### src/rtl/clock_domain_pkg.sv
// Shared definitions for the clock-domain handshake blocks (import and export sides).
package clock_domain_pkg;

   // Handshake state; one bit, both encodings are legal states.
   typedef enum logic {
      WAIT_VALID   = 1'b0,
      WAIT_RELEASE = 1'b1
   } hs_state_e;

   localparam int unsigned SYNC_STAGES_MIN = 2;
   localparam int unsigned SYNC_STAGES_MAX = 4;

   // Keeps a synchronizer depth inside the supported range so that an
   // out-of-range parameter still yields a working (if re-timed) chain.
   function automatic int unsigned clamp_sync_stages(input int unsigned n);
      if (n < SYNC_STAGES_MIN) begin
         return SYNC_STAGES_MIN;
      end
      if (n > SYNC_STAGES_MAX) begin
         return SYNC_STAGES_MAX;
      end
      return n;
   endfunction

endpackage

### src/rtl/clock_domain_sync.sv
// Generic 1-bit multi-flop synchronizer, async reset to 0.
module clock_domain_sync #(
   parameter int unsigned STAGES = 2
) (
   input  logic clk,
   input  logic rst,
   input  logic d,
   output logic q
);

   logic [STAGES-1:0] sync_q;
   logic [STAGES-1:0] sync_d;

   // Shift the asynchronous input one stage further down the chain each edge.
   always_comb begin
      sync_d = {sync_q[STAGES-2:0], d};
   end

   // Synchronizer flops.
   always_ff @(posedge clk or posedge rst) begin
      if (rst) begin
         sync_q <= '0;
      end else begin
         sync_q <= sync_d;
      end
   end

   assign q = sync_q[STAGES-1];

endmodule

### src/rtl/clock_domain_import.sv
// Destination side of the 4-phase valid/ack clock-domain handshake.
// A captured word is held in a one-entry buffer presented as a valid/ready
// stream; while the buffer is occupied the ack is withheld, which stalls the
// source instead of dropping words.
//
//   state        | meaning
//   WAIT_VALID   | idle; capture on synchronized valid when the buffer is free
//   WAIT_RELEASE | word captured, ack high; wait for source valid to drop
module clock_domain_import
   import clock_domain_pkg::*;
#(
   parameter int unsigned SIZE        = 8,
   parameter int unsigned SYNC_STAGES = 2
) (
   input  logic            clk,
   input  logic            rst,
   output logic [SIZE-1:0] data,
   output logic            valid,
   input  logic            ready,
   input  logic [SIZE-1:0] handshake_data,
   input  logic            handshake_valid,
   output logic            handshake_ack
);

   localparam int unsigned STAGES = clamp_sync_stages(SYNC_STAGES);

   logic            valid_s;
   logic            pop;
   logic            buf_free;

   hs_state_e       state_q;
   hs_state_e       state_d;
   logic            ack_q;
   logic            ack_d;
   logic            full_q;
   logic            full_d;
   logic [SIZE-1:0] data_q;
   logic [SIZE-1:0] data_d;

   clock_domain_sync #(
      .STAGES (STAGES)
   ) u_valid_sync (
      .clk (clk),
      .rst (rst),
      .d   (handshake_valid),
      .q   (valid_s)
   );

   // Next-state, buffer and ack logic; a pop and a capture may share one edge.
   always_comb begin
      pop      = full_q && ready;
      buf_free = !full_q || pop;

      state_d  = state_q;
      ack_d    = ack_q;
      full_d   = full_q && !pop;
      data_d   = data_q;

      unique case (state_q)
         WAIT_VALID: begin
            // handshake_data has been stable for the whole synchronizer delay
            // by the time valid_s is seen high, so it is sampled directly.
            if (valid_s && buf_free) begin
               data_d  = handshake_data;
               full_d  = 1'b1;
               ack_d   = 1'b1;
               state_d = WAIT_RELEASE;
            end
         end
         WAIT_RELEASE: begin
            if (!valid_s) begin
               ack_d   = 1'b0;
               state_d = WAIT_VALID;
            end
         end
         default: begin
            state_d = WAIT_VALID;
            ack_d   = 1'b0;
         end
      endcase
   end

   // Handshake FSM with registered ack, buffer flag and data.
   always_ff @(posedge clk or posedge rst) begin
      if (rst) begin
         state_q <= WAIT_VALID;
         ack_q   <= 1'b0;
         full_q  <= 1'b0;
         data_q  <= '0;
      end else begin
         state_q <= state_d;
         ack_q   <= ack_d;
         full_q  <= full_d;
         data_q  <= data_d;
      end
   end

   assign data          = data_q;
   assign valid         = full_q;
   assign handshake_ack = ack_q;

endmodule

### config.mk
export PLATFORM = sky130hd
export DESIGN_NAME = clock_domain_import
export DESIGN_NICKNAME = d
export VERILOG_FILES = /design/src/rtl/clock_domain_pkg.sv /design/src/rtl/clock_domain_sync.sv /design/src/rtl/clock_domain_import.sv
export SDC_FILE = /design/constraint.sdc
export NUM_CORES = 1
export LEC_CHECK = 0
export ABC_CLOCK_PERIOD_IN_PS = 2500
export CORE_AREA = 3 3 40 42
export CTS_BUF_LIST = sky130_fd_sc_hd__clkbuf_8
export CTS_CLUSTER_DIAMETER = 50
export DETAILED_ROUTE_END_ITERATION = 8
export DIE_AREA = 0 0 43 45
export GPL_ROUTABILITY_DRIVEN = 1
export PLACE_DENSITY = 0.76
export SYNTH_ARGS = -nofsm -noshare
export SYNTH_HDL_FRONTEND = slang
export SYNTH_SLANG_ARGS = --single-unit
### constraint.sdc
create_clock -name clk -period 2.5 [get_ports clk]
set_input_delay 0.25 -clock clk [delete_from_list [all_inputs] [get_ports clk]]
set_output_delay 0.25 -clock clk [all_outputs]
set_load 0.01 [all_outputs]
==> run metrics <==
maximum number of pins on one net before global-route repair=14; Routed WL per cell=12.0 um; clock latency on the worst-skew pair=230 ps; Setup Total Neg Slack=0 ps; Setup CP Type=input port to flop; result of the run=finished, final reports clean; final hold violation count=0; utilization after layout=58.2%; antenna cells=0; Least-Margin Pin Slew=between 400 and 500 ps; Die ar.=between 1500 and 2000 sq um; most common cell in the netlist=dfrtp_1; effective utilization at floorplan=36.9%; number of placed I/O pins=22; Post-Synthesis Cell Area=roughly 470 sq um; number of cells in the design after placement=66; Setup Skew=around 0.73 ps; Yosys top cell by area=dfrtp_1; number of buffer cells added on primary ports=21; Power Dens Cells=772 nW/um^2; Hold Worst Slack=~340 ps; cell area after layout=748 sq um; x dimension of the die=43 um; flop and latch count out of synthesis=13; Peak supply drop=around 380 uV; portion of the post-synthesis area used by sequential elements=between 60% and 70%; setup-violating endpoint count in the final report=0; Routability Congestion=0.609; tightest slew margin relative to the limit=about two thirds; area growth from synthesis to layout=57.8%; time the worst path needs with I/O delays and setup=approximately 1500 ps; RSZ-0062 raised after global routing=no; dpl hpwl=between 600 and 700 um; number of hold-repair buffers added at the cts stage=0; deepest level of the CTS H-tree=1; global-route congestion overflow total=0; Longest Clk Path Bufs=2; maxcap violations=0; clock tree from TritonCTS=built; core region area=around 1300 sq um; highest clock frequency the design can meet=~650 MHz; Post-synth EDFFs=0; Post-DP Area=approximately 700 sq um; mean instance size in the synthesized netlist=between 15 and 20 sq um; Crit. End Element=flop; non-filler instance count after layout=70; number of iterations in the first detailed-routing pass=2; Yosys cell types=9; WP data arrival=approximately 1600 ps; detailed router's first-iteration violation count=3; count of final max-slew check failures=0; nets=68; crit-path max FO=9; DR vias=about 310; number of placement rows=13; Post-Syn Nets=42; vias per std cell=between 4 and 5; Clock Root Buffer=clkbuf_8; kind of path behind the tightest hold check=input port to asynchronous set/reset pin; initial antenna violation count=0; fraction of layout instances using a drive strength above 1=around a quarter; required time at the worst-slack endpoint=2620 ps; total of cells resized after clock tree synthesis=0; Top FF cell, synth=dfrtp_1; clock transition time at the flip-flop clock pins of the worst setup and hold paths=about 50 ps; via count of the first global-routing pass=about 330; total track usage=slightly below 10%; crit share post-route=roughly three fifths; kind of start point of the critical path=input port; antenna violation net count after detailed routing=0; wire length of the first global-routing pass=around 1.3 mm; post-CTS setup-driven buffer insertion count=0; dominant cells by area after synthesis=dfrtp_1, mux2_2, nor3b_4; gate count after technology mapping=30; # DRC=0; height of the die=45 um; CTS sink count=13; commonest cells in the netlist=dfrtp_1, mux2_2, inv_1, nor2_1; yosys warns=0; area share of the largest cell type after synthesis=68.6%; async set or reset register ratio after synthesis=100%; Leak Pwr=approximately 0.32 nW; Detailed Route WL=839 um; clock buffers created by TritonCTS=3
==> registers in the layout, indices dropped and copies added, names as in the netlist <==
register	count
u_valid_sync.sync_q	2
valid	1
data	8
handshake_ack	1
state_q	1
==> path summary, 6_finish.rpt <==
| check | from | to | slack [ps] | cells after the start |
|---|---|---|---|---|
| worst max-delay path | ready | data[0]$_DFFE_PP0P_ | 970 | 4 |
| worst min-delay path | rst | data[0]$_DFFE_PP0P_ | 340 | 2 |
| worst max register to register | valid$_DFF_PP0_ | data[0]$_DFFE_PP0P_ | 1100 | 3 |
| worst min register to register | u_valid_sync.sync_q[0]$_DFF_PP0_ | u_valid_sync.sync_q[1]$_DFF_PP0_ | 350 | 0 |
| max in group asynchronous | rst | handshake_ack$_DFFE_PP0P_ | 1840 | 2 |
| min in group clk | u_valid_sync.sync_q[0]$_DFF_PP0_ | u_valid_sync.sync_q[1]$_DFF_PP0_ | 350 | 0 |
==> worst max-delay path: stages <==
cell	delay, ps
clkdlybuf4s50_1	450
nand2b_2	120
nor3b_4	420
mux2_2	390
==> power breakdown <==
| group | switching, W | total, W | internal, W |
|---|---|---|---|
| Combinational | 0.0000473 | 0.000141 | 0.0000936 |
| Clock | 0.0000659 | 0.000174 | 0.000108 |
| Sequential | 0.0000185 | 0.000263 | 0.000245 |
==> cells in the final DEF (no fill, tap or decap) <==
master,Yosys,routed
mux2_2,8,8
inv_1,2,3
nor3b_4,1,1
clkbuf_8,0,3
clkdlybuf4s50_1,0,21
nand2b_2,1,1
o21ai_0,1,1
nor2_1,2,2
nand2_1,1,1
a21o_1,1,1
dfrtp_1,13,13
==> kinds of logic after synthesis <==
logic type | share of synthesized area, %
AO/OA/AOI/OAI | 2.64
buffers and inverters | 1.58
flip-flops | 68.6
multiplexers | 19.0
AND/OR/NAND/NOR | 8.18
==> stage by stage <==
stage,setup slack [ps],total power [W]
after global routing,923,0.000610
after CTS,948,0.000586
after detailed placement,696,0.000410
after floorplan,1170,0.000320
after global placement,741,0.000405
final,972,0.000578
==> metal layers <==
metal	wire, um	global-route usage, %	up-vias
li1	-	-	152
met1	370	11.9	141
met2	401	15.0	14
met3	68	3.98	0
met4	0	5.42	0
met5	0	0	-
==> cell type report <==
cell class	count	area (sq um)
inverters	2	7.51
clock buffers	3	41.3
flip-flops and latches	13	325
clock inverters	1	3.75
repair buffers	21	210
fillers	115	537
well taps	15	18.8
multi-input cells	15	141
Power figures use the tool's default switching activity.
==> RTL edit 1, RTL diff (config.mk and constraints unchanged) <==
`SYNC_STAGES`: 2 -> 4.
--- a/src/rtl/clock_domain_import.sv
+++ b/src/rtl/clock_domain_import.sv
@@ -10,7 +10,7 @@
    import clock_domain_pkg::*;
 #(
    parameter int unsigned SIZE        = 8,
-   parameter int unsigned SYNC_STAGES = 2
+   parameter int unsigned SYNC_STAGES = 4
 ) (
    input  logic            clk,
    input  logic            rst,
Behaviour: not the same (Yosys sat finds a counterexample within 4 cycles, from zero or initial values and one cycle with rst high).
==> RTL edit 1 against the original RTL <==
- core utilization grew 4.0 points
- wire length grew 2.1%
- setup slack got worse by 0.0011 ns
- cell area increased by 6.9%
- via count is 5.2% higher
- power rose by 8.1%
- sequential cell count grew 2
- synthesized area grew 11%
==> RTL edit 1: results (changes against the original RTL) <==
Outcome
  • Status: finished clean (unchanged)

Global routing
  • GR Util All Layers: 10.7% (was 9.80%)
  • First-pass GRT wire length: 1510 microns (was 1350 microns)
  • Met2 Resource Use GR: 19.2% (was 15.0%)
  • GR Util met3: 4.38% (was 3.98%)
  • Largest net degree at the start of global routing: 16 (was 14)

CTS
  • Sink Count: 15 (was 13)

Detailed routing
  • DR vias: 323 (was 307)
  • M1 WL: 346 microns (was 370 microns)
  • WL per Instance: 11.9 microns (was 12.0 microns)
  • DR WL met2: 434 microns (was 401 microns)
  • Met3 Wirelength: 76 microns (was 68 microns)

Final layout
  • ClkCell Share: 5.79% (was 6.02%)
  • Nets: 70 (was 68)
  • Share of layout cells above drive strength 1: 24.6% (was 23.6%)
  • Non-clk buf share: 26.3% (was 28.1%)
  • Filler cell count in the final layout: 114 (was 115)

Place
  • Routability Congestion: 0.691 (was 0.609)
  • HPWL Detailed: 637 microns (was 668 microns)
  • Dpl cell area: 753 sq um (was 703 sq um)

Timing
  • Relative slew slack: 64.7% (was 68.3%)

Pwr
  • Switching Share: 22.8% (about the same)
  • Combinational share of power: 22.5% (was 24.4%)
  • Power in sequential cells: 296 uW (was 263 uW)
  • Max IR drop VDD: 0.406 mV (was 0.380 mV)
  • Leak Pwr: 0.000345 uW (was 0.000323 uW)

Logic synthesis
  • Mux cell area share after synthesis: 17.2% (was 19.0%)
  • Top post-synthesis cells by count: 15 x dfrtp_1, 8 x mux2_2, 2 x inv_1, 2 x nor2_1 (was 13 x dfrtp_1, 8 x mux2_2, 2 x inv_1, 2 x nor2_1)
  • Syn nets: 44 (was 42)
  • Seq/Total Area, Yosys: 71.6% (was 68.6%)
  • Dominant cells by area after synthesis: dfrtp_1 72%, mux2_2 17%, nor3b_4 3.6% (was dfrtp_1 69%, mux2_2 19%, nor3b_4 4.0%)
-- RTL edit 1: changes by cell type after synthesis, sizes merged --
cell / before / now
dfrtp: 13 / 15
-- RTL edit 1: per-stage QoR --
stage                     cells  hold slack, ns  utilization (%)  setup slack, ns
after CTS                    72           0.350             62.2            0.951
after global routing         72           0.366             62.2            0.911
final                        72           0.344             62.2            0.971
after detailed placement     68           0.336             58.6            0.682
after floorplan              32           0.151                -             1.17
after global placement       68           0.335             58.6            0.737
-- RTL edit 1: worst min path at each step --
stage,startpoint,end,slack [ns]
after detailed placement,u_valid_sync.sync_q[1],u_valid_sync.sync_q[2],0.34
after global placement,u_valid_sync.sync_q[2],u_valid_sync.sync_q[3],0.33
after floorplan,rst,data[0],0.15
final,rst,u_valid_sync.sync_q[3],0.34
after CTS,u_valid_sync.sync_q[1],u_valid_sync.sync_q[2],0.35
after global routing,u_valid_sync.sync_q[1],u_valid_sync.sync_q[2],0.37
==> RTL edit 2, RTL diff (config.mk and constraints unchanged) <==
Without the edit above. Reset style: synchronous (`rst`), changed in 2 clocked blocks. Comments in the files are not updated.
--- a/src/rtl/clock_domain_sync.sv
+++ b/src/rtl/clock_domain_sync.sv
@@ -17,7 +17,7 @@
    end
 
    // Synchronizer flops.
-   always_ff @(posedge clk or posedge rst) begin
+   always_ff @(posedge clk) begin
       if (rst) begin
          sync_q <= '0;
       end else begin
--- a/src/rtl/clock_domain_import.sv
+++ b/src/rtl/clock_domain_import.sv
@@ -81,7 +81,7 @@
    end
 
    // Handshake FSM with registered ack, buffer flag and data.
-   always_ff @(posedge clk or posedge rst) begin
+   always_ff @(posedge clk) begin
       if (rst) begin
          state_q <= WAIT_VALID;
          ack_q   <= 1'b0;
Behaviour: differs if rst is asserted again (counterexample within 4 cycles, from zero or initial values and one cycle with rst high); with rst held inactive, the same outputs for 10 cycles.
==> RTL edit 2 against the original RTL <==
- wire length rose by 15%
- cell area rose by 7.4%
- worst hold slack improved by 0.096 ns
- synthesized area rose by 16%
- setup slack improved by 0.13 ns
- non-clock buffer count did not move
- highest routed layer is now met4
- sequential cell count did not move
Power is not compared: it rests on default switching activity, and its combinational part moved more than twofold at a synthesized area within 25%.
==> RTL edit 2: results (changes against the original RTL) <==
Detailed routing
  • Vias per cell: 4.39 (about the same)
  • DRC: 0 (unchanged)
  • Routed WL: 964 microns (was 839 microns)
  • Initial DRC Count: 1 (was 3)
  • First-pass DRT Iterations: 3 (was 2)

Timing
  • Clock Skew: 0.00331 ns (was 0.000728 ns)
  • Worst hold margin: 0.433 ns (was 0.337 ns)
  • Relative slew slack: 64.6% (was 68.3%)

Global routing
  • Largest net degree at the start of global routing: 22 (was 14)
  • First-pass GRT wire length: 1590 microns (was 1350 microns)
  • Vias in the first global route: 389 (was 334)
  • GR Util All Layers: 11.4% (was 9.80%)
  • Initial antenna violation count: 0 (unchanged)

Logic synthesis
  • Seq/Total Area, Yosys: 47.5% (was 68.6%)
  • Dominant cells by area after synthesis: dfxtp_1 47%, nand2b_1 18%, mux2i_1 15% (was dfrtp_1 69%, mux2_2 19%, nor3b_4 4.0%)
  • Synth async-reset ratio: 0% (was 100%)
  • Top post-synthesis cells by count: 16 x nand2b_1, 13 x dfxtp_1, 8 x mux2i_1 (was 13 x dfrtp_1, 8 x mux2_2, 2 x inv_1, 2 x nor2_1)
  • Syn nets: 64 (was 42)
  • Netlist cell types: 14 (was 9)
  • Ys flop type: dfxtp_1 (was dfrtp_1)
  • Syn. warnings: 0 (unchanged)

Hold path
  • Hold Path Class: flop to flop (was input pin to async pin)

Place
  • PortBufs: 21 (unchanged)
  • Routability Congestion: 0.712 (was 0.609)
  • HPWL Detailed: 648 microns (was 668 microns)

Worst setup path
  • Top delay family on crit path: buffers and inverters (was simple AND/OR/NAND/NOR gates)
  • Reg-to-Reg Start: u_valid_sync.sync_q[1] (was valid)
  • Reg-to-Reg End: data[1] (was data[0])
  • Critical path's largest stage delay: 0.55 ns (was 0.45 ns)
  • Reg2reg setup slack: 1.40 ns (was 1.10 ns)
  • CP Max Fanout: 2 (was 9)
  • Worst EP arrival: 1.15 ns (was 1.64 ns)

Pwr
  • Max IR drop VDD: approximately 0.35 mV
  • Leak Pwr: 0.000299 uW

Final layout
  • Nets: 87 (was 68)
  • Ant diodes: 0 (unchanged)
  • Filler cell count in the final layout: 110 (was 115)
  • Share of layout cells above drive strength 1: 8.11% (was 23.6%)

CTS
  • Clock tree buffer depth: 2 (unchanged)
  • CTS root buffer: clkbuf_8 (unchanged)

Outcome
  • Status: finished clean (unchanged)
[RTL edit 2: cell types whose count changed in the layout (fill, tap and decap cells not counted), sizes merged, moves of 2 or more]
cell / change
a21oi: +2
mux2i: +8
dfrtp: -13
nor2b: +3
dfxtp: +13
nand2b: +17
mux2: -8
[RTL edit 2: layout make-up]
type                            instances  area, sq um  area share [%]
Multi-Input combinational cell         35          265            33.0
Inverter                                1         3.75           0.467
Clock inverter                          1         3.75           0.467
Sequential cell                        13          260            32.4
Timing Repair Buffer                   21          210            26.2
Clock buffer                            3         41.3            5.14
Tap cell                               15         18.8            2.34
[RTL edit 2: layer usage]
layer  vias to the layer above  global-route usage, %  share of wire, %
li1                        210                      -                 -
met1                       166                   12.4                46
met2                        13                   18.3                45
met3                         2                   3.98               6.8
met4                         0                   9.04               1.2
met5                         -                      0                 0
[RTL edit 2: how the worst max path moves through the flow]
stage | start | to | slack [ns] | cells after the start
finish | valid | valid | 1.10 | 1
global route | valid | valid | 1.05 | 1
CTS | valid | valid | 1.08 | 1
detailed placement | ready | data[4] | 1.03 | 4
global placement | ready | data[2] | 1.05 | 4
floorplan | valid | data[0] | 1.56 | 4
[RTL edit 2: power breakdown]
group	internal, uW	switching (uW)	total (uW)
clock network	108	71.5	180
logic	38.2	18.6	56.8
registers	215	4.44	220
total	362	94.6	456
[RTL edit 2: kinds of logic (layout without fill, tap and decap cells)]
group | after synthesis | in the layout | synth area share [%]
mux | 8 | 8 | 14.6
flops | 13 | 13 | 47.5
buf+inv | 4 | 26 | 4.11
simple gates | 24 | 24 | 31.0
compound gates | 3 | 3 | 2.74
[RTL edit 2: through the flow]
step | setup WS [ns] | cell area, sq um | cells
finish | 1.10 | 803 | 89
global route | 1.05 | 803 | 89
CTS | 1.08 | 803 | 89
detailed placement | 1.03 | 758 | 85
global placement | 1.05 | 758 | 85
floorplan | 1.56 | 548 | 52
